--- src/rtl/rom_dl_router.sv ---
// Routes the data_io ROM byte stream into per-region SDRAM toggle-handshake write ports
// and sequences the core reset around ROM downloads.
module rom_dl_router #(
    parameter int                 NREG       = 2,
    parameter logic [25*NREG-1:0] REG_BASE   = {25'h08000, 25'h00000},
    parameter logic [24:0]        REG_END    = 25'h16320,
    parameter logic [7:0]         ROM_INDEX  = 8'h00,
    parameter int                 RESET_HOLD = 16
) (
    input  logic            clk_sys,
    input  logic            reset_n,
    input  logic            ioctl_download,
    input  logic [7:0]      ioctl_index,
    input  logic            ioctl_wr,
    input  logic [24:0]     ioctl_addr,
    input  logic [7:0]      ioctl_dout,
    input  logic            rst_req,
    output logic [NREG-1:0] port_req,
    input  logic [NREG-1:0] port_ack,
    output logic [22:0]     port_a,
    output logic [1:0]      port_ds,
    output logic [15:0]     port_d,
    output logic            rom_loaded,
    output logic            core_reset,
    output logic            overrun,
    output logic [7:0]      oor_cnt
);

    localparam logic [7:0] HOLD_INIT = 8'(RESET_HOLD);

    logic            wr_prev_r;
    logic            dl_prev_r;
    logic            rom_dl_r;
    logic [NREG-1:0] port_req_r;
    logic [22:0]     port_a_r;
    logic [1:0]      port_ds_r;
    logic [15:0]     port_d_r;
    logic            rom_loaded_r;
    logic            overrun_r;
    logic [7:0]      oor_cnt_r;
    logic [7:0]      hold_r;

    logic            idx_match_s;
    logic            strobe_s;
    logic            dl_rise_s;
    logic            dl_fall_s;
    logic            rom_start_s;
    logic            rom_end_s;
    logic            in_range_s;
    logic            busy_s;
    logic            cause_s;
    logic [NREG-1:0] ge_s;
    logic [NREG-1:0] sel_s;
    logic [24:0]     base_s;
    logic [7:0]      oor_base_s;
    logic [7:0]      oor_next_s;

    // Edge detection, region decode and reset-cause evaluation.
    always_comb begin
        idx_match_s = (ioctl_index == ROM_INDEX);
        strobe_s    = ioctl_wr & ~wr_prev_r & ioctl_download & idx_match_s;
        dl_rise_s   = ioctl_download & ~dl_prev_r;
        dl_fall_s   = ~ioctl_download & dl_prev_r;
        rom_start_s = dl_rise_s & idx_match_s;
        rom_end_s   = dl_fall_s & rom_dl_r;
        in_range_s  = (ioctl_addr >= REG_BASE[24:0]) && (ioctl_addr < REG_END);
        ge_s        = '0;
        base_s      = 25'h0000000;
        for (int i = 0; i < NREG; i++) begin
            ge_s[i] = (ioctl_addr >= REG_BASE[25*i +: 25]);
        end
        // Bases ascend, so ge_s is a thermometer code; its top set bit is the region.
        sel_s = ge_s & ~(ge_s >> 1);
        for (int i = 0; i < NREG; i++) begin
            base_s = base_s | (sel_s[i] ? REG_BASE[25*i +: 25] : 25'h0000000);
        end
        busy_s     = |(sel_s & (port_req_r ^ port_ack));
        oor_base_s = rom_start_s ? 8'h00 : oor_cnt_r;
        oor_next_s = (oor_base_s == 8'hFF) ? 8'hFF : (oor_base_s + 8'h01);
        cause_s    = rst_req | ~rom_loaded_r | (ioctl_download & idx_match_s);
    end

    // Write port: latch word address, strobes and data, then toggle the region request.
    always_ff @(posedge clk_sys) begin
        if (!reset_n) begin
            wr_prev_r  <= 1'b0;
            port_req_r <= '0;
            port_a_r   <= 23'h000000;
            port_ds_r  <= 2'b00;
            port_d_r   <= 16'h0000;
        end else begin
            wr_prev_r <= ioctl_wr;
            if (strobe_s && in_range_s) begin
                port_req_r <= port_req_r ^ sel_s;
                port_a_r   <= 23'((ioctl_addr - base_s) >> 1);
                port_ds_r  <= {ioctl_addr[0], ~ioctl_addr[0]};
                port_d_r   <= {ioctl_dout, ioctl_dout};
            end
        end
    end

    // Download tracking; the previous-download flag resets high so a download
    // already in flight across reset is never mistaken for a fresh start.
    always_ff @(posedge clk_sys) begin
        if (!reset_n) begin
            dl_prev_r <= 1'b1;
            rom_dl_r  <= 1'b0;
        end else begin
            dl_prev_r <= ioctl_download;
            if (dl_rise_s) begin
                rom_dl_r <= idx_match_s;
            end else if (dl_fall_s) begin
                rom_dl_r <= 1'b0;
            end
        end
    end

    // Status flags: reload clears, sticky overrun, saturating out-of-range count.
    always_ff @(posedge clk_sys) begin
        if (!reset_n) begin
            rom_loaded_r <= 1'b0;
            overrun_r    <= 1'b0;
            oor_cnt_r    <= 8'h00;
        end else begin
            if (rom_start_s) begin
                rom_loaded_r <= 1'b0;
                overrun_r    <= 1'b0;
                oor_cnt_r    <= 8'h00;
            end
            if (rom_end_s) begin
                rom_loaded_r <= 1'b1;
            end
            if (strobe_s && in_range_s && busy_s) begin
                overrun_r <= 1'b1;
            end
            if (strobe_s && !in_range_s) begin
                oor_cnt_r <= oor_next_s;
            end
        end
    end

    // Reset stretcher: reload on any cause, otherwise count down to zero.
    always_ff @(posedge clk_sys) begin
        if (!reset_n) begin
            hold_r <= HOLD_INIT;
        end else if (cause_s) begin
            hold_r <= HOLD_INIT;
        end else if (hold_r != 8'h00) begin
            hold_r <= hold_r - 8'h01;
        end
    end

    assign port_req   = port_req_r;
    assign port_a     = port_a_r;
    assign port_ds    = port_ds_r;
    assign port_d     = port_d_r;
    assign rom_loaded = rom_loaded_r;
    assign overrun    = overrun_r;
    assign oor_cnt    = oor_cnt_r;
    // The live cause is ORed in so core_reset covers the cause cycle itself.
    assign core_reset = cause_s | (hold_r != 8'h00);

endmodule

--- config.mk ---
export PLATFORM = sky130hd
export DESIGN_NAME = rom_dl_router
export DESIGN_NICKNAME = d
export VERILOG_FILES = /design/src/rtl/rom_dl_router.sv
export SDC_FILE = /design/constraint.sdc
export NUM_CORES = 1
export LEC_CHECK = 0
export BUFFER_PORTS_ARGS = -buffer_cell sky130_fd_sc_hd__clkbuf_2
export CAP_MARGIN = 40
export CORE_MARGIN = 5
export CORE_UTILIZATION = 30
export DETAILED_ROUTE_END_ITERATION = 8
export HOLD_SLACK_MARGIN = 0.15
export SYNTH_ARGS = -nofsm -noshare
export SYNTH_HDL_FRONTEND = slang
export SYNTH_SLANG_ARGS = --single-unit
--- constraint.sdc ---
create_clock -name clk_sys -period 2.7 [get_ports clk_sys]
set_input_delay 0.27 -clock clk_sys [delete_from_list [all_inputs] [get_ports clk_sys]]
set_output_delay 0.27 -clock clk_sys [all_outputs]
set_load 0.01 [all_outputs]
==> results of run 1 <==
==> what timing repair did <==
item	CTS	global route
endpoints found under the hold margin	1	0
endpoints found under the setup margin	0	0
hold buffers	1	0
==> cell usage after synthesis (all sizes together), types with 2 or more instances <==
cell    count  share of area
nor3        5          0.015
nor4        5          0.015
and3        5          0.013
o21a        7          0.021
buf        15          0.040
nand3       9          0.018
a22oi       2         0.0061
or3         5          0.013
xor2        6          0.021
nor2       14          0.021
nand3b      2         0.0061
a211oi      3         0.0091
o211ai      2         0.0061
or4         3          0.012
o21ai       7          0.016
nand2      57          0.087
dfxtp      56           0.45
and2        3         0.0076
clkbuf      5         0.0076
a21oi      35          0.080
xnor2      10          0.035
ha          6          0.030
mux2i       2         0.0081
nor2b       2         0.0051
inv         9          0.014
==> flip-flops by register name, summed over array words and instances, names as in the netlist <==
signal      flops
port_a         23
rom_loaded      1
dl_prev_r       1
port_req        2
overrun         1
rom_dl_r        1
hold_r          8
port_ds         2
port_d          8
oor_cnt         8
wr_prev_r       1
==> metrics by stage <==
step / hold WS [ps] / utilization / total power [mW]
after floorplan: 359 / - / 0.877
after global placement: 438 / 0.374 / 0.926
after detailed placement: 444 / 0.374 / 0.928
after CTS: 162 / 0.391 / 1.54
after global routing: 177 / 0.391 / 1.58
final: 179 / 0.391 / 1.50
==> cells by family after synthesis <==
kind of cell / Yosys count
flip-flops: 56
adder cells (fa/ha/maj): 6
AND/OR/NAND/NOR: 114
AO/OA/AOI/OAI: 63
multiplexers: 2
buffers and inverters: 29
XOR/XNOR: 16
==> critical path: stages, from the launching register on <==
cell	delay, ps
dfxtp_1	350
inv_1	50
ha_1	210
nand3_1	210
and2_1	210
ha_1	180
and3_1	180
nand3_1	120
or3_1	550
a21oi_2	180
==> path summary, 6_finish.rpt <==
path	startpoint	endpoint	slack (ps)
worst max-delay path	dl_prev_r	oor_cnt[5]	420
worst max register to register	dl_prev_r	oor_cnt[5]	420
worst min register to register	port_ds[1]	port_ds[1]	450
worst min-delay path	ioctl_addr[1]	port_a[0]	180
==> routing by layer <==
| layer | global-route usage | share of wire |
|---|---|---|
| met1 | 0.166 | 0.45 |
| met4 | 0.0415 | 0.014 |
| met2 | 0.203 | 0.45 |
| met3 | 0.0318 | 0.086 |
| met5 | 0 | 0 |
==> layout make-up <==
type	count	share of cell area
multi-input combinational	201	0.378
clock inverter	1	0.00945
sequential	56	0.353
clock buffer	7	0.0303
inverter	9	0.0106
tap	105	0.0413
timing repair buffer	107	0.178
==> power breakdown <==
| part | internal (mW) | leakage, nW | switching, mW |
|---|---|---|---|
| Combinational | 0.0384 | 0.860 | 0.0432 |
| Clock | 0.328 | 0.0645 | 0.266 |
| Sequential | 0.827 | 0.451 | 0.000674 |
| Total | 1.19 | 1.38 | 0.310 |
==> impl_metrics.csv, run 1 <==
group,metric,value,unit
run_status,status,"complete, no violations",
finish,final_area,3180,sq um
hold_path,holdPathStages,3,
clocking,clkTransAtPathRegs,100,ps
power_and_ir_drop,ir_drop,0.202,mV
global_routing,gr-usage-all-layers,0.127,
logic_synthesis,yosysUniqueCellTypes,44,
clocking,cts_tree,"built",
placement,place_area,3040,sq um
logic_synthesis,synth_edf_count,0,
hold_path,min_path_type,"in -> reg",
logic_synthesis,synthXorXnorAreaFrac,0.0567,
finish,multi_input_area,1200,sq um
logic_synthesis,yosysWarnings,0,
drt,ant_nets,0,
critical_path,worstPathMaxFanout,6,
critical_path,rr_worst_depth,9,
timing,clock.fmax,0.438,GHz
timing,slew_violations,0,
global_routing,grt_pass1_vias,2197,
finish,final_nets,434,
global_routing,grt-ovfl-total,0,
timing,tns,0,ps
drt,viasPerCell,4.68,
drt,drc,0,
clocking,clock_latency,300,ps
job,maxCapViolCount,0,
timing,period_minus_slack,2280,ps
floorplan,die_y,101,um
placement,place_inst,477,
finish,fillers,842,
power_and_ir_drop,powerDensity,473,nW/um^2
placement,hpwl,4.90,mm
clocking,cts-root-buf,"clkbuf_8",
floorplan,pin_count,102,
clocking,cts.sinks,56,
clocking,postCtsSetupRepairBufs,0,
finish,seq_area,1120,sq um
floorplan,die_w,101,um
floorplan,start_util,0.304,
drt,vias,2275,
logic_synthesis,yosys.area_share.simple,0.226,
global_routing,grt_max_degree,39,
critical_path,worstSetupEndpointType,"flop",
critical_path,cp.arrival,2530,ps
finish,final_cell_mix,"clkbuf_2 (101), nand2_1 (57), dfxtp_1 (56), a21oi_1 (29), nor2_1 (14)",
logic_synthesis,synth_nets,340,
finish,final_common_cell,"clkbuf_2",
power_and_ir_drop,leakagePower,1.38,nW
timing,worstMarginPinSlew,494,ps
drt,wl_per_cell,13.0,um
floorplan,core,8130,sq um
placement,port-buffer-count,101,
clocking,cts.repair.resized,0,
drt,drt_pass1_iterations,4,
drt,drt_iter0_drc,86,
logic_synthesis,synth-seq-cells,56,
timing,period_share,0.846,
finish,instances_no_fill,486,
global_routing,grt_pass1_wl,10.3,mm
timing,worst_slack,415,ps
timing,finalClockSkew,5.57,ps
logic_synthesis,synth_cells,286,
logic_synthesis,synth-adder-area-share,0.0304,
logic_synthesis,synth-compound-area-share,0.164,
critical_path,worstSetupPathType,"reg -> reg",
logic_synthesis,synth_area,2470,sq um
placement,gp_congestion,0.755,
placement,place_ws,355,ps
finish,drive_above_1_share,0.331,
critical_path,worst_setup_path_start_kind,"flop",
timing,slew-limit-headroom,0.666,
critical_path,cp.required,2950,ps
clocking,cts.path.max_buffers,2,
drt,routed_wl,6.32,mm
floorplan,num_rows,33,
timing,rsz0062_at_grt,"false",
global_routing,antenna_found_initial,0,
clocking,cts.htree.levels,2,
logic_synthesis,muxShareOfSynthArea,0.00810,
finish,syn_to_final_growth,28.5,%
logic_synthesis,synth_top_family_by_area,"simple AND/OR/NAND/NOR gates",
clocking,numCtsBuffers,5,
finish,antennaDiodeCount,0,
logic_synthesis,ys_async_sr_fraction,0,
logic_synthesis,avgSynthCellArea,8.64,sq um
logic_synthesis,ys_seq_area_frac,0.453,
timing,setup_viol,0,
logic_synthesis,synth_flop_cell,"dfxtp_1",
floorplan,dieArea,10200,sq um
timing,hold_violations,0,
No activity file was read; power rests on OpenSTA's default activity.
==> run 2, diff against run 1 <==
Settings changed: ABC_AREA set to 1.
Clock period 2.7 ns to 2.1 ns, I/O delays scaled along.
==> impl_metrics.csv, run 2 <==
group,metric,value,unit
critical_path,worstPathMaxFanout,4,
power_and_ir_drop,seq_power_share,0.552,
power_and_ir_drop,p_clk_frac,0.371,
logic_synthesis,synth_flop_cell,"dfxtp_1",
floorplan,die_y,104,um
logic_synthesis,yosysUniqueCellTypes,38,
placement,hpwl,5.35,mm
floorplan,die_w,104,um
logic_synthesis,synth_nets,400,
clocking,cts.path.max_buffers,2,
placement,place_inst,541,
timing,tns,0,ps
finish,drive_above_1_share,0.303,
placement,gp_congestion,0.791,
logic_synthesis,ys_seq_area_frac,0.427,
drt,drc,0,
finish,final_common_cell,"clkbuf_2",
timing,setup_viol,0,
logic_synthesis,yosysTopAreaCell,"dfxtp_1",
drt,drt_iter0_drc,87,
floorplan,start_util,0.304,
drt,wl_per_cell,12.3,um
logic_synthesis,synth_common_cells,"nor2_1 (73), dfxtp_1 (56), nand2_1 (50)",
clocking,clkTransAtPathRegs,100,ps
global_routing,grt_pass1_vias,2456,
timing,slew_violations,0,
clocking,clock_latency,310,ps
critical_path,cp.required,1890,ps
power_and_ir_drop,powerDensity,561,nW/um^2
drt,viasPerCell,4.48,
logic_synthesis,avgSynthCellArea,7.59,sq um
timing,worstMarginPinSlew,452,ps
logic_synthesis,synth-seq-cells,56,
timing,finalClockSkew,7.60,ps
run_status,status,"complete, no violations",
drt,vias,2525,
power_and_ir_drop,ir_drop,0.267,mV
floorplan,dieArea,10700,sq um
finish,instances_no_fill,564,
global_routing,grt_max_degree,30,
logic_synthesis,synth_edf_count,0,
placement,port-buffer-count,101,
clocking,numCtsBuffers,5,
logic_synthesis,synth_cells,346,
job,maxCapViolCount,0,
power_and_ir_drop,p_sw_frac,0.225,
timing,period_share,0.945,
logic_synthesis,synth.area.top_cells,"dfxtp_1 (43%), nor2_1 (10%), nand2_1 (7.1%)",
critical_path,worst_setup_path_start_kind,"flop",
hold_path,holdPathStages,3,
finish,final_cell_mix,"clkbuf_2 (101), nor2_1 (72), dfxtp_1 (56), nand2_1 (50), inv_1 (33)",
global_routing,grt-ovfl-total,0,
global_routing,gr-usage-all-layers,0.129,
critical_path,worstSetupEndpointType,"primary output",
drt,routed_wl,6.93,mm
clocking,cts-root-buf,"clkbuf_8",
logic_synthesis,synth_area,2630,sq um
critical_path,rr_worst_depth,10,
floorplan,num_rows,34,
power_and_ir_drop,p_sw,437,uW
finish,syn_to_final_growth,31.6,%
timing,period_minus_slack,1990,ps
hold_path,min_path_type,"in -> reg",
clocking,cts.htree.levels,2,
timing,hold_violations,0,
logic_synthesis,ys_async_sr_fraction,0,
clocking,cts.sinks,56,
finish,antennaDiodeCount,0,
global_routing,antenna_found_initial,0,
finish,final_nets,509,
floorplan,pin_count,102,
clocking,cts_tree,"built",
drt,ant_nets,0,
power_and_ir_drop,p_int,1.50,mW
drt,drt_pass1_iterations,4,
logic_synthesis,synth_top_area_frac,0.427,
floorplan,core,8640,sq um
timing,slew-limit-headroom,0.699,
finish,largest_register_ff_count,23,
logic_synthesis,yosysWarnings,0,
power_and_ir_drop,leakagePower,1.66,nW
logic_synthesis,synth.most_common_cell,"nor2_1",
critical_path,worstSetupPathType,"reg -> out",
global_routing,grt_pass1_wl,11.6,mm
critical_path,cp.arrival,1780,ps
timing,clock.fmax,0.504,GHz
power_and_ir_drop,pwr-share-comb,0.076,
## run 2: worst max-delay path, stage by stage (launching register included)
cell	delay [ps]
dfxtp_1	320
inv_1	90
ha_1	230
nand3_1	110
or2_2	310
nor2_2	140
nand4_1	120
clkbuf_2	160
## run 2: layout make-up
type | instances | area (sq um)
fill | 955 | 5180
multi-input combinational | 236 | 1250
sequential | 56 | 1120
timing repair buffer | 120 | 698
inverter | 36 | 135
tap | 108 | 135
clock buffer | 5 | 68.8
clock inverter | 3 | 47.5
## run 2: logic make-up after synthesis
logic type / synth area share
xor+xnor: 0.0300
buf+inv: 0.0977
flops: 0.427
simple gates: 0.294
fa+ha+maj: 0.0286
compound gates: 0.123
## run 2: per-stage QoR
stage / util / instance area, sq um / hold slack, ps / worst slack [ps] / power [mW]
5_1_grt: 0.400 / 3460 / 164 / -10.5 / 2.03
4_1_cts: 0.400 / 3450 / 151 / 62.2 / 1.97
3_3_place_gp: 0.369 / 3190 / 436 / 264 / 1.22
6_report: 0.400 / 3460 / 160 / 115 / 1.94
3_5_place_dp: 0.369 / 3190 / 437 / 233 / 1.22
2_1_floorplan: - / 2630 / 303 / 264 / 1.15
## run 2: final timing paths
| path | slack (ps) | start | end |
|---|---|---|---|
| worst max-delay path | 110 | hold_r[0] | core_reset |
| worst min-delay path | 160 | ioctl_dout[4] | port_d[12] |
| worst max register to register | 240 | dl_prev_r | oor_cnt[2] |
| worst min register to register | 470 | hold_r[0] | hold_r[0] |
## run 2: power groups by stage
stage | clock network [mW] | logic [mW] | registers, mW
2_1_floorplan | 0 | 0.0588 | 1.09
3_5_place_dp | 0 | 0.126 | 1.09
3_3_place_gp | 0 | 0.124 | 1.09
5_1_grt | 0.789 | 0.168 | 1.07
4_1_cts | 0.755 | 0.149 | 1.07
6_report | 0.720 | 0.148 | 1.07
## run 2: repair_timing
action,4_1_cts,5_1_grt
resized for setup,0,1
hold endpoints to repair,15,0
setup endpoints to repair,0,1
hold buffers,15,0
buffers inserted,0,0
## run 2: routing by layer
layer,share of wire,vias to the layer above,track usage
li1,-,1313,-
met1,0.44,1129,0.163
met2,0.47,71,0.213
met3,0.063,12,0.0317
met4,0.020,0,0.0431
met5,0,-,0
==> run 3, diff against run 2 <==
Settings changed: PLACE_DENSITY set to 0.6.
Clock period 2.1 ns to 1.8 ns, I/O delays scaled along.
==> impl_metrics.csv, run 3 (synthesis results as in run 2) <==
group,metric,value,unit
finish,instances_no_fill,574,
power_and_ir_drop,pwr-share-comb,0.088,
timing,slew_violations,0,
floorplan,die_w,104,um
timing,rsz0062_at_grt,"true",
critical_path,rr_worst_depth,12,
floorplan,start_util,0.304,
critical_path,cp.arrival,1550,ps
placement,place_inst,546,
finish,multi_input_area,1300,sq um
drt,ant_nets,0,
placement,hpwl,5.47,mm
timing,worstMarginPinSlew,460,ps
drt,drc,0,
power_and_ir_drop,p_sw,480,uW
job,maxCapViolCount,0,
timing,period_share,0.959,
global_routing,gr-usage-all-layers,0.130,
clocking,cts_tree,"built",
timing,hold_violations,0,
critical_path,cpPeakStageDelay,340,ps
timing,clock.fmax,0.579,GHz
floorplan,dieArea,10700,sq um
critical_path,crit_end,"core_reset",
critical_path,worst_setup_path_start_kind,"flop",
timing,tns,0,ps
critical_path,worst_r2r_endpoint,"oor_cnt[1]",
power_and_ir_drop,seq_power_share,0.599,
clocking,cts.htree.levels,2,
floorplan,core,8640,sq um
finish,fillers,923,
drt,wl_per_cell,12.2,um
drt,wl_met3,422,um
floorplan,die_y,104,um
clocking,cts.sinks,56,
critical_path,cp.required,1620,ps
critical_path,reg2reg_slack,130,ps
drt,dr_wl_met2,3.36,mm
global_routing,grt_max_degree,23,
critical_path,worstPathMaxFanout,4,
critical_path,r2r_start,"dl_prev_r",
critical_path,worstSetupEndpointType,"primary output",
finish,antennaDiodeCount,0,
timing,setup_viol,0,
power_and_ir_drop,p_int,1.61,mW
floorplan,num_rows,34,
drt,drt_iter0_drc,83,
finish,largest_register_ff_count,23,
finish,final_cell_mix,"clkbuf_2 (100), nor2_1 (70), dfxtp_1 (53), nand2_1 (47), inv_1 (30)",
finish,drive_above_1_share,0.337,
timing,finalClockSkew,3.73,ps
finish,final_common_cell,"clkbuf_2",
power_and_ir_drop,leakagePower,1.69,nW
timing,slew-limit-headroom,0.693,
floorplan,pin_count,102,
clocking,clkTransAtPathRegs,90,ps
drt,top_layer,"met4",
critical_path,worstSetupPathType,"reg -> out",
clocking,cts.path.max_buffers,2,
drt,vias,2562,
placement,gp_congestion,0.756,
clocking,cts-root-buf,"clkbuf_8",
critical_path,crit_path_start,"hold_r[1]",
power_and_ir_drop,p_clk_frac,0.313,
timing,period_minus_slack,1730,ps
drt,met1Wirelength,3.06,mm
global_routing,grt-ovfl-total,0,
power_and_ir_drop,ir_drop,0.239,mV
power_and_ir_drop,powerDensity,585,nW/um^2
drt,viasPerCell,4.46,
global_routing,antenna_found_initial,0,
hold_path,min_path_type,"in -> reg",
global_routing,grt_pass1_wl,11.7,mm
finish,final_nets,520,
critical_path,crit_slowest_cell,"dfxtp_2",
clocking,clock_latency,300,ps
drt,drt_pass1_iterations,4,
finish,seq_area,1120,sq um
power_and_ir_drop,design_power_total,2.09,mW
placement,port-buffer-count,101,
critical_path,crit_chain,"inv_2 > ha_4 > nand3_2 > or2_4 > nor2_4 > nand4_1 > buf_2",
clocking,numCtsBuffers,5,
power_and_ir_drop,p_sw_frac,0.230,
run_status,status,"complete, no violations",
finish,syn_to_final_growth,35.9,%
global_routing,grt_pass1_vias,2482,
drt,routed_wl,6.99,mm
run 3: critical path, delay by kind of cell, from the launching register on:
family	cells	cell delay, ps
simple gates	4	530
flops	1	340
buf+inv	2	220
fa+ha+maj	1	150
run 3: power by group through the flow:
stage	registers, mW	logic [mW]	clock network, mW
detailed placement	1.28	0.146	0
global placement	1.28	0.144	0
floorplan	1.28	0.0686	0
CTS	1.25	0.183	0.694
finish	1.25	0.184	0.654
global route	1.25	0.208	0.730
run 3: worst min-delay path by stage:
stage / cells after the start / endpoint / start
global placement: 3 / wr_prev_r / ioctl_wr
CTS: 3 / port_d[14] / ioctl_dout[6]
detailed placement: 3 / wr_prev_r / ioctl_wr
floorplan: 2 / wr_prev_r / ioctl_wr
global route: 3 / dl_prev_r / ioctl_download
finish: 3 / port_d[14] / ioctl_dout[6]
run 3: layout make-up:
type,instances,share of cell area
timing repair buffer,131,0.223
tap,108,0.0379
multi-input combinational,236,0.363
inverter,36,0.0386
sequential,56,0.315
clock buffer,6,0.0203
clock inverter,1,0.00140
run 3: repair_timing:
action / CTS / global route
hold buffers: 20 / 0
resized for setup: 6 / 15
endpoints found under the hold margin: 20 / 0
endpoints found under the setup margin: 1 / 29
setup buffers: 0 / 1
pin swaps: 1 / 2
run 3: layer usage:
metal,vias up,global-route usage
met2,70,0.217
met5,-,0
met3,13,0.0336
met4,0,0.0469
met1,1143,0.160
li1,1336,-
run 3: through the flow:
stage	cell area, sq um	hold WS [ps]	setup slack [ps]	util
floorplan	2630	273	10.2	-
global placement	3230	406	56.9	0.374
detailed placement	3230	413	-1.08	0.374
CTS	3530	150	16.4	0.408
global route	3570	180	-15.5	0.413
finish	3570	151	73.7	0.413
